[config.mk]
export PLATFORM = sky130hd
export DESIGN_NAME = fe_ctrl
export DESIGN_NICKNAME = d
export VERILOG_FILES = /design/src/rtl/fe_ctrl.sv
export SDC_FILE = /design/constraint.sdc
export NUM_CORES = 1
export LEC_CHECK = 0
export CAP_MARGIN = 20
export CORE_MARGIN = 4
export CORE_UTILIZATION = 40
export CTS_BUF_LIST = sky130_fd_sc_hd__clkbuf_4 sky130_fd_sc_hd__clkbuf_8 sky130_fd_sc_hd__clkbuf_16
export DETAILED_ROUTE_END_ITERATION = 16
export SYNTH_ARGS = -nofsm -noshare
export SYNTH_HDL_FRONTEND = slang
export SYNTH_SLANG_ARGS = --single-unit
[constraint.sdc]
create_clock -name clk -period 5.2 [get_ports clk]
set_input_delay 1.56 -clock clk [delete_from_list [all_inputs] [get_ports clk]]
set_output_delay 1.56 -clock clk [all_outputs]
set_load 0.005 [all_outputs]
[src/rtl/fe_ctrl.sv]
// fe_ctrl: sequencing controller for the frequency-estimator datapath.
// Warm-up, block averaging, acquire/track lock loop and estimator watchdog.
module fe_ctrl #(
  parameter int NBW_FO   = 15,
  parameter int AVG_LOG2 = 2,
  parameter int NBW_TO   = 16,
  parameter int NBW_LAT  = 10
) (
  input  logic               clk,
  input  logic               rst_async,
  input  logic               i_start,
  input  logic               i_stop,
  input  logic               i_sub_en,
  input  logic [NBW_LAT-1:0] i_pipe_lat,
  input  logic [NBW_FO-1:0]  i_lock_thr,
  input  logic [NBW_TO-1:0]  i_timeout,
  input  logic               i_valid,
  output logic               o_fe_valid,
  output logic               o_fe_enable,
  output logic               o_fe_subsamp,
  output logic [NBW_LAT-1:0] o_fe_pipe_lat,
  input  logic               i_fo_valid,
  input  logic [NBW_FO-1:0]  i_fo_value,
  output logic               o_avg_valid,
  output logic [NBW_FO-1:0]  o_avg_value,
  output logic               o_locked,
  output logic               o_err,
  output logic [2:0]         o_state
);

  localparam int NBW_ACC = NBW_FO + AVG_LOG2;
  localparam logic [NBW_LAT:0]    WC_ONE  = 1;
  localparam logic [NBW_TO-1:0]   WD_ONE  = 1;
  localparam logic [AVG_LOG2-1:0] CNT_ONE = 1;

  typedef enum logic [2:0] {
    S_IDLE  = 3'd0,
    S_WARM  = 3'd1,
    S_ACQ   = 3'd2,
    S_TRACK = 3'd3,
    S_ERR   = 3'd4
  } state_t;

  state_t r_state, w_nxt;

  logic                       r_en, r_sub, r_locked, r_err;
  logic [NBW_LAT-1:0]         r_lat;
  logic [NBW_LAT:0]           r_wcnt;
  logic signed [NBW_ACC-1:0]  r_acc;
  logic [AVG_LOG2-1:0]        r_cnt;
  logic [NBW_FO-1:0]          r_avg, r_prev;
  logic                       r_avg_valid, r_has_prev, r_miss;
  logic [NBW_TO-1:0]          r_wd;

  logic                       w_run, w_keep, w_reacq, w_wd_fire, w_in_thr;
  logic signed [NBW_ACC-1:0]  w_sum;
  logic [NBW_FO-1:0]          w_avg;
  logic [NBW_FO:0]            w_diff, w_absd;
  logic [NBW_TO-1:0]          w_wd_inc;

  assign w_run    = (r_state == S_ACQ) || (r_state == S_TRACK);
  assign w_sum    = r_acc + {{AVG_LOG2{i_fo_value[NBW_FO-1]}}, i_fo_value};
  // floor(sum / 2**AVG_LOG2): the upper slice of the two's-complement sum
  assign w_avg    = w_sum[NBW_ACC-1:AVG_LOG2];
  assign w_diff   = {r_avg[NBW_FO-1], r_avg} - {r_prev[NBW_FO-1], r_prev};
  assign w_absd   = w_diff[NBW_FO] ? -w_diff : w_diff;
  assign w_in_thr = (w_absd <= {1'b0, i_lock_thr});
  assign w_wd_inc = r_wd + WD_ONE;
  assign w_wd_fire = w_run && (i_timeout != '0) && !i_fo_valid
                     && (w_wd_inc == i_timeout);
  // accumulator/lock history survive only while staying in ACQ/TRACK
  assign w_keep = w_run && !w_reacq
                  && ((w_nxt == S_ACQ) || (w_nxt == S_TRACK));

  // state register
  always_ff @(posedge clk or posedge rst_async) begin
    if (rst_async) r_state <= S_IDLE;
    else           r_state <= w_nxt;
  end

  // next state: stop > watchdog > lock decisions > start
  always_comb begin
    w_nxt   = r_state;
    w_reacq = 1'b0;
    if (i_stop) begin
      w_nxt = S_IDLE;
    end else if (w_wd_fire) begin
      w_nxt = S_ERR;
    end else begin
      case (r_state)
        S_IDLE:  if (i_start) w_nxt = S_WARM;
        S_WARM:  if (r_wcnt == '0) w_nxt = S_ACQ;
        S_ACQ:   if (r_avg_valid && r_has_prev && w_in_thr) w_nxt = S_TRACK;
        S_TRACK: begin
          if (r_avg_valid && !w_in_thr && r_miss) begin
            w_nxt   = S_ACQ;
            w_reacq = 1'b1;
          end
        end
        S_ERR:   w_nxt = S_ERR;
        default: w_nxt = S_IDLE;
      endcase
    end
  end

  // registered control outputs decoded from the next state
  always_ff @(posedge clk or posedge rst_async) begin
    if (rst_async) begin
      r_en     <= 1'b0;
      r_sub    <= 1'b0;
      r_locked <= 1'b0;
      r_err    <= 1'b0;
    end else begin
      r_en     <= (w_nxt == S_WARM) || (w_nxt == S_ACQ) || (w_nxt == S_TRACK);
      r_sub    <= (w_nxt == S_TRACK) && i_sub_en;
      r_locked <= (w_nxt == S_TRACK);
      r_err    <= (w_nxt == S_ERR);
    end
  end

  // pipeline latency capture and warm-up countdown
  always_ff @(posedge clk or posedge rst_async) begin
    if (rst_async) begin
      r_lat  <= '0;
      r_wcnt <= '0;
    end else if (r_state == S_IDLE && w_nxt == S_WARM) begin
      r_lat  <= i_pipe_lat;
      r_wcnt <= {1'b0, i_pipe_lat} + WC_ONE;
    end else if (r_state == S_WARM && r_wcnt != '0) begin
      r_wcnt <= r_wcnt - WC_ONE;
    end
  end

  // block accumulator and average output
  always_ff @(posedge clk or posedge rst_async) begin
    if (rst_async) begin
      r_acc       <= '0;
      r_cnt       <= '0;
      r_avg       <= '0;
      r_avg_valid <= 1'b0;
    end else begin
      r_avg_valid <= 1'b0;
      if (!w_keep) begin
        r_acc <= '0;
        r_cnt <= '0;
      end else if (i_fo_valid) begin
        if (r_cnt == '1) begin
          r_acc       <= '0;
          r_cnt       <= '0;
          r_avg       <= w_avg;
          r_avg_valid <= 1'b1;
        end else begin
          r_acc <= w_sum;
          r_cnt <= r_cnt + CNT_ONE;
        end
      end
    end
  end

  // previous average and consecutive out-of-threshold tracking
  always_ff @(posedge clk or posedge rst_async) begin
    if (rst_async) begin
      r_prev     <= '0;
      r_has_prev <= 1'b0;
      r_miss     <= 1'b0;
    end else if (!w_keep) begin
      r_has_prev <= 1'b0;
      r_miss     <= 1'b0;
    end else if (r_avg_valid) begin
      r_prev     <= r_avg;
      r_has_prev <= 1'b1;
      r_miss     <= (r_state == S_TRACK) && !w_in_thr;
    end
  end

  // watchdog: cycles since last estimate while running
  always_ff @(posedge clk or posedge rst_async) begin
    if (rst_async)                   r_wd <= '0;
    else if (!w_keep || i_fo_valid)  r_wd <= '0;
    else                             r_wd <= w_wd_inc;
  end

  assign o_fe_enable   = r_en;
  assign o_fe_valid    = i_valid & r_en;
  assign o_fe_subsamp  = r_sub;
  assign o_fe_pipe_lat = r_lat;
  assign o_avg_valid   = r_avg_valid;
  assign o_avg_value   = r_avg;
  assign o_locked      = r_locked;
  assign o_err         = r_err;
  assign o_state       = r_state;

endmodule

==> run_results.csv, run 1 <==
group,metric,value,unit
route,num_vias,5768,
yosys,synth_compound_area_frac,0.179,
power_and_ir_drop,peakVddDrop,202,uV
sta,hold_viol,0,
setup_path,cp_common_cell,"o31a_1",
setup_path,crit_slowest_cell,"or4_4",
yosys,yosys_warnings,0,
setup_path,setup.worst_path.start_class,"register",
run_status,run_status,"completed",
cells_and_area,seq_area,2400,sq um
setup_path,crit_chain,"inv_1 > ha_2 > fa_2 > nor2b_2 > o21a_1 > or3_1 > and2_4 > or3_4 > or4_4 > o41ai_4 > xnor2_1 > ha_1 > a2111oi_4 > nand3_1 > o21ai_2 > o31a_1 > buf_6 > o31a_1 > clkbuf_16 > a22o_1",
cells_and_area,layout.cells.non_filler,1066,
sta,slew_headroom,0.426,
sta,min_period,4990,ps
power_and_ir_drop,p_sw,438,uW
setup_path,arrival,5290,ps
cells_and_area,postLayoutCoreUtil,0.526,
power_and_ir_drop,leakage,0.00394,uW
sta,slew_violations,0,
floorplan,ioPinCount,97,
cells_and_area,fillers,1525,
route,drt_iter0_drc,328,
placed_design,port_buffers,96,
grt,grt.total_usage,0.173,
setup_path,cp_top_family,"simple AND/OR/NAND/NOR gates",
cells_and_area,syn_to_final_growth,28.9,%
yosys,synth-simple-area-share,0.159,
setup_path,reg2reg_slack,210,ps
placed_design,place_congestion,0.886,
setup_path,worstReg2RegStart,"o_avg_value[0]$_DFFE_PP0P_",
hold_path,hold_path_class,"reg -> reg",
setup_path,endpoint_kind,"register",
placed_design,pre_cts_ws,-172,ps
yosys,ys_async_sr_fraction,1.00,
placed_design,dpl.hpwl,13.0,mm
cells_and_area,nNetsFinal,956,
cells_and_area,multiInputGateArea,4180,sq um
setup_path,worstSetupPathType,"reg -> reg",
power_and_ir_drop,power_per_cell_area,211,nW/um^2
setup_path,worst_ep_required_time,5490,ps
sta,max_freq,200,MHz
sta,rsz0062_at_grt,"false",
grt,grt_max_degree,51,
power_and_ir_drop,p_int,1400,uW
clock_network,insertion_delay,350,ps
yosys,syn-num-nets,834,
yosys,synth-seq-cells,96,
sta,worst_pin_slew,861,ps
setup_path,endpoint,"r_acc[9]$_DFFE_PP0P_",
route,detail_route.first_pass.iterations,5,
sta,layout_setup_ws,206,ps
yosys,synthAdderAreaFrac,0.100,
yosys,mappedNetlistArea,6770,sq um
yosys,synth_edf_count,0,
sta,skew,7.45,ps
route,detail-route-antenna-nets,0,
yosys,syn_avg_cell_area,9.42,sq um
placed_design,placed_cells,1039,
yosys,yosys.area_share.xor_xnor,0.0939,
sta,post-route-period-util,0.960,
setup_path,critical_path_depth,20,
setup_path,critPathBufInv,3,
floorplan,row_count,47,
floorplan,die_area,19100,sq um
cells_and_area,final_layout_size_suffix_gt1_frac,0.127,
setup_path,crit_path_start,"o_avg_value[0]$_DFFE_PP0P_",
clock_network,cts_tree,"done",
clock_network,cts.sinks,96,
grt,overflow,0,
clock_network,postCtsHoldBufs,0,
yosys,muxShareOfSynthArea,0.0710,
power_and_ir_drop,p_total,1840,uW
floorplan,die_w,138,microns
yosys,synthCells,718,
yosys,yosys_most_used_dff,"dfrtp_1",
setup_path,max_stage_delay,580,ps
yosys,ys_seq_area_frac,0.355,
clock_network,clockRootBuffer,"clkbuf_16",
route,drt_wl_total,17.0,mm
clock_network,ctsHtreeMaxLevel,3,
floorplan,core_area,16600,sq um
setup_path,reg2reg_depth,20,
grt,grt_pass1_wl,27.9,mm
power_and_ir_drop,p_comb_frac,0.143,
setup_path,cp_max_fo,10,
clock_network,clkTransAtPathRegs,70,ps
power_and_ir_drop,swShare,0.238,
route,wire_per_inst,15.9,microns
clock_network,cts_max_path_buffers,2,
setup_path,r2r-end,"r_acc[9]$_DFFE_PP0P_",
yosys,synth_top_family_by_area,"compound AO/OA/AOI/OAI gates",
floorplan,die_h,138,microns
route,route.detailed.drc,0,
floorplan,start_util,0.408,
yosys,ys_types,69,
power_and_ir_drop,pwr-share-seq,0.450,
clock_network,numCtsBuffers,9,
grt,antenna_found_initial,1,
grt,grt_pass1_vias,5739,
power_and_ir_drop,pwr-share-clk,0.407,
job,maxCapViolCount,0,
sta,setup_violations,0,
route,vias_per_cell,5.41,
==> metal layers <==
| layer | part of all wire | up-vias | global-route usage | wire length (microns) |
|---|---|---|---|---|
| met4 | 0.013 | 0 | 0.0484 | 222 |
| met3 | 0.047 | 13 | 0.0439 | 803 |
| met1 | 0.49 | 2767 | 0.244 | 8290 |
| li1 | - | 2871 | - | - |
| met2 | 0.45 | 117 | 0.264 | 7650 |
| met5 | 0 | - | 0 | 0 |
==> registers in the layout, indices dropped and copies added (netlist names) <==
name	cells
r_acc	17
r_wd	16
o_avg_value	15
r_prev	15
r_wcnt	11
o_fe_pipe_lat	10
o_state	3
r_cnt	2
o_avg_valid	1
o_err	1
o_fe_enable	1
o_fe_subsamp	1
o_locked	1
r_has_prev	1
r_miss	1
==> worst min-delay path by stage <==
stage                           startpoint                endpoint  cells after the start
floorplan           r_has_prev$_DFFE_PP0P_  r_has_prev$_DFFE_PP0P_                      2
CTS                  r_prev[4]$_DFFE_PP0P_   r_prev[4]$_DFFE_PP0P_                      1
detailed placement   r_prev[4]$_DFFE_PP0P_   r_prev[4]$_DFFE_PP0P_                      1
global placement     r_prev[9]$_DFFE_PP0P_   r_prev[9]$_DFFE_PP0P_                      1
global route         r_prev[7]$_DFFE_PP0P_   r_prev[7]$_DFFE_PP0P_                      1
finish               r_prev[4]$_DFFE_PP0P_   r_prev[4]$_DFFE_PP0P_                      1
==> worst register-to-register path, stage by stage, from the launching register on <==
cell and delay, ps:
dfrtp_1 380, inv_1 60, ha_2 190, fa_2 210
nor2b_2 50, o21a_1 170, or3_1 320, and2_4 170
or3_4 370, or4_4 580, o41ai_4 230, xnor2_1 120
ha_1 360, a2111oi_4 300, nand3_1 130, o21ai_2 190
o31a_1 300, buf_6 150, o31a_1 290, clkbuf_16 230
a22o_1 140
==> layout by cell type (no fill, tap or decap), types with 12 or more instances in the layout <==
cell,Yosys,routed
mux2_2,31,31
xor2_1,22,22
ha_1,51,49
nor3_1,20,20
a22o_1,17,17
nand2_1,33,33
inv_1,53,52
clkdlybuf4s50_1,0,96
nor2_1,63,63
buf_4,0,25
dfrtp_1,96,96
o21ai_0,23,22
clkbuf_16,0,12
a21oi_1,38,38
nand3_1,32,32
xnor2_1,48,48
==> cell usage after synthesis, types with 20 or more instances <==
| library cell | number | area [sq um] |
|---|---|---|
| xor2_1 | 22 | 193 |
| o21ai_0 | 23 | 115 |
| nand3_1 | 32 | 160 |
| nor3_1 | 20 | 100 |
| inv_1 | 53 | 199 |
| nand2_1 | 33 | 124 |
| dfrtp_1 | 96 | 2400 |
| ha_1 | 51 | 638 |
| nor2_1 | 63 | 236 |
| mux2_2 | 31 | 349 |
| a21oi_1 | 38 | 190 |
| xnor2_1 | 48 | 420 |
==> power groups by stage <==
stage / clock [uW] / combinational, uW / sequential (uW)
after floorplan: 0 / 137 / 833
after global placement: 0 / 256 / 837
after detailed placement: 0 / 262 / 840
after CTS: 773 / 264 / 827
after global routing: 805 / 293 / 834
final: 749 / 263 / 827
==> stage by stage <==
step                setup TNS (ps)  area, sq um  hold WS [ps]
finish                           0         8720           490
global route                     0         8720           523
CTS                              0         8500           497
detailed placement           -6150         8140           481
global placement                 0         8140           474
floorplan                        0         6770           460
==> cells by family (layout without fill, tap and decap cells) <==
group                      Yosys count  count (layout)
muxes                               43              43
adders and majority gates           53              53
xor gates and xnor gates            71              71
AOI/OAI and AO/OA                  167             167
other                                0               1
DFF                                 96              96
and+or+nand+nor                    216             216
buffers and inverters               72             199
==> timing repair <==
action                                  4_1_cts  5_1_grt
resized for setup                             4       17
endpoints found under the setup margin       64       65
pin swaps                                     0       12
endpoints found under the hold margin         0        0
gates cloned                                  0        3
setup buffers                                 0        7
==> layout make-up <==
cell class,instances,share of cell area
Antenna cell,1,0.000287
Clock buffer,12,0.0306
Clock inverter,4,0.00861
Inverter,53,0.0230
Multi-Input combinational cell,550,0.479
Sequential cell,96,0.275
Tap cell,220,0.0316
Timing Repair Buffer,130,0.151
Note: power is estimated with default switching activity, not from simulation.
==> run 2, diff against run 1 <==
==> constraint.sdc (replaced) <==
create_clock -name clk -period 5.55 [get_ports clk]
set_input_delay 1.665 -clock clk [delete_from_list [all_inputs] [get_ports clk]]
set_output_delay 1.665 -clock clk [all_outputs]
set_load 0.005 [all_outputs]
==> run 2 against run 1 <==
Compared with the run above: total power is 13% lower; combinational power down 7%; clock-buffer cell count shrank 1; largest power group unchanged; largest cell class unchanged; first-iteration DRC count up 1.8%; critical path type unchanged; final area shrank 3.4%; register-to-register slack better by 120 ps; sequential cell count is the same; critical path depth is the same; clock power decreased by 23%; via count barely moved; sequential power down 6.5%.
==> run_results.csv, run 2 (same netlist as run 1, synthesis figures left out) <==
group,metric,value,unit
grt,grt.total_usage,0.175,
setup_path,cp_common_cell,"ha_1",
route,detail-route-antenna-nets,0,
floorplan,ioPinCount,97,
setup_path,cp_max_fo,8,
clock_network,cts_tree,"done",
cells_and_area,postLayoutCoreUtil,0.508,
placed_design,post_dp_cell_area,8010,sq um
cells_and_area,top_register,"r_acc",
sta,whs,494,ps
sta,worst_pin_slew,949,ps
power_and_ir_drop,pwr-share-seq,0.484,
sta,skew,9.39,ps
placed_design,pre_cts_ws,-62.1,ps
grt,overflow,0,
setup_path,crit_slowest_cell,"or4_4",
grt,grt_max_degree,78,
sta,hold_viol,0,
floorplan,row_count,47,
setup_path,arrival,5460,ps
cells_and_area,largest_reg_flops,17,
sta,rsz0062_at_grt,"false",
grt,grt_pass1_wl,28.1,mm
route,drt_iter0_drc,334,
power_and_ir_drop,p_sw,406,uW
route,drt_wl_total,17.1,mm
clock_network,clockRootBuffer,"clkbuf_16",
cells_and_area,syn_to_final_growth,24.6,%
setup_path,endpoint_kind,"register",
setup_path,max_stage_delay,570,ps
route,vias_per_cell,5.48,
cells_and_area,most-common-layout-cells,"96 x clkdlybuf4s50_1, 96 x dfrtp_1, 63 x nor2_1",
clock_network,cts_max_path_buffers,2,
floorplan,die_w,138,microns
power_and_ir_drop,peakVddDrop,139,uV
floorplan,core_area,16600,sq um
sta,layout_setup_ws,326,ps
route,detail_route.first_pass.iterations,5,
floorplan,die_h,138,microns
power_and_ir_drop,power_per_cell_area,190,nW/um^2
floorplan,die_area,19100,sq um
setup_path,crit_chain,"inv_1 > ha_1 > fa_1 > nor2b_2 > o2111ai_2 > nand2_1 > nor2_1 > o41a_1 > or4_4 > o41ai_2 > xnor2_1 > ha_1 > a2111oi_2 > nand3_1 > o21ai_2 > buf_4 > o31ai_2 > a31oi_2 > buf_6 > mux2_2",
power_and_ir_drop,leakage,0.00378,uW
grt,grt_use_met3,0.0390,
placed_design,port_buffers,96,
clock_network,cts.sinks,96,
sta,slew_headroom,0.368,
sta,min_period,5220,ps
setup_path,worst_ep_required_time,5780,ps
job,maxCapViolCount,0,
placed_design,place_congestion,0.909,
setup_path,setup.worst_path.start_class,"register",
setup_path,worstSetupPathType,"reg -> reg",
sta,post-route-period-util,0.941,
clock_network,insertion_delay,350,ps
cells_and_area,fillers,1542,
grt,grt_pass1_vias,5697,
cells_and_area,top_regs,"r_acc: 17 flops, r_wd: 16 flops",
clock_network,ctsHtreeMaxLevel,3,
sta,max_freq,191,MHz
floorplan,start_util,0.408,
cells_and_area,final_layout_size_suffix_gt1_frac,0.107,
grt,grt_use_met2,0.272,
cells_and_area,n_antenna_cell,0,
route,num_vias,5767,
run_status,run_status,"completed",
power_and_ir_drop,p_comb_frac,0.153,
power_and_ir_drop,pwr-share-clk,0.363,
power_and_ir_drop,swShare,0.254,
cells_and_area,final_area,8430,sq um
placed_design,dpl.hpwl,13.0,mm
route,route.detailed.drc,0,
cells_and_area,nNetsFinal,944,
hold_path,hold_path_class,"reg -> reg",
grt,use_met1,0.248,
clock_network,clkTransAtPathRegs,70,ps
route,wire_per_inst,16.2,microns
grt,grt.busiest_layer,"met2",
grt,antenna_found_initial,0,
sta,setup_violations,0,
power_and_ir_drop,p_int,1190,uW
clock_network,numCtsBuffers,9,
sta,slew_violations,0,
run 2: repair_timing:
action / in CTS / in global routing
endpoints found under the setup margin: 40 / 65
buffers inserted: 4 / 4
hold buffers: 0 / 0
resized for setup: 2 / 11
pin swaps: 2 / 3
cloned: 1 / 1
run 2: metrics by stage:
stage / total power, uW / TNS (ps) / instances
6_report: 1600 / 0 / 1053
5_1_grt: 1680 / 0 / 1053
4_1_cts: 1620 / 0 / 1048
3_5_place_dp: 1030 / -774 / 1027
3_3_place_gp: 1020 / 0 / 1027
2_1_floorplan: 908 / 0 / 718
run 2: power by group through the flow:
stage | clock network, uW | registers, uW | logic [uW]
after floorplan | 0 | 780 | 128
after global placement | 0 | 784 | 240
after detailed placement | 0 | 786 | 244
after CTS | 597 | 773 | 247
after global routing | 627 | 779 | 271
final | 580 | 773 | 244
run 2: area by class of cell:
cell class / instances / area (sq um) / area share
repair buffers: 117 / 1140 / 0.135
inverters: 53 / 201 / 0.0239
well taps: 220 / 275 / 0.0327
multi-input cells: 551 / 4140 / 0.491
clock inverters: 5 / 33.8 / 0.00401
flip-flops and latches: 96 / 2400 / 0.285
clock buffers: 11 / 240 / 0.0285
run 2: metal layers:
layer  up-vias  part of all wire
met5         -                 0
met4         0             0.017
met3        17             0.047
met2       134              0.45
met1      2766              0.48
li1       2850                 -
run 2: path summary, 6_finish.rpt:
| path | startpoint | endpoint | slack [ps] | cells past startpoint |
|---|---|---|---|---|
| setup / recovery | o_avg_value[0]$_DFFE_PP0P_ | o_avg_value[8]$_DFFE_PP0P_ | 330 | 20 |
| hold / removal | r_prev[3]$_DFFE_PP0P_ | r_prev[3]$_DFFE_PP0P_ | 490 | 1 |
| setup reg to reg | o_avg_value[0]$_DFFE_PP0P_ | o_avg_value[8]$_DFFE_PP0P_ | 330 | 20 |
| hold reg to reg | r_prev[3]$_DFFE_PP0P_ | r_prev[3]$_DFFE_PP0P_ | 490 | 1 |
| max in group asynchronous | rst_async | r_wd[14]$_DFF_PP0_ | 2860 | 3 |
| min in group asynchronous | rst_async | o_fe_pipe_lat[3]$_DFFE_PP0P_ | 1880 | 2 |
run 2: worst max-delay path: cells and delay by family (launching register included):
| kind | cells | cell delay [ps] |
|---|---|---|
| compound gates | 7 | 1850 |
| simple gates | 5 | 1050 |
| fa+ha+maj | 3 | 980 |
| buf+inv | 3 | 400 |
| flops | 1 | 380 |
| mux | 1 | 350 |
| xor+xnor | 1 | 110 |
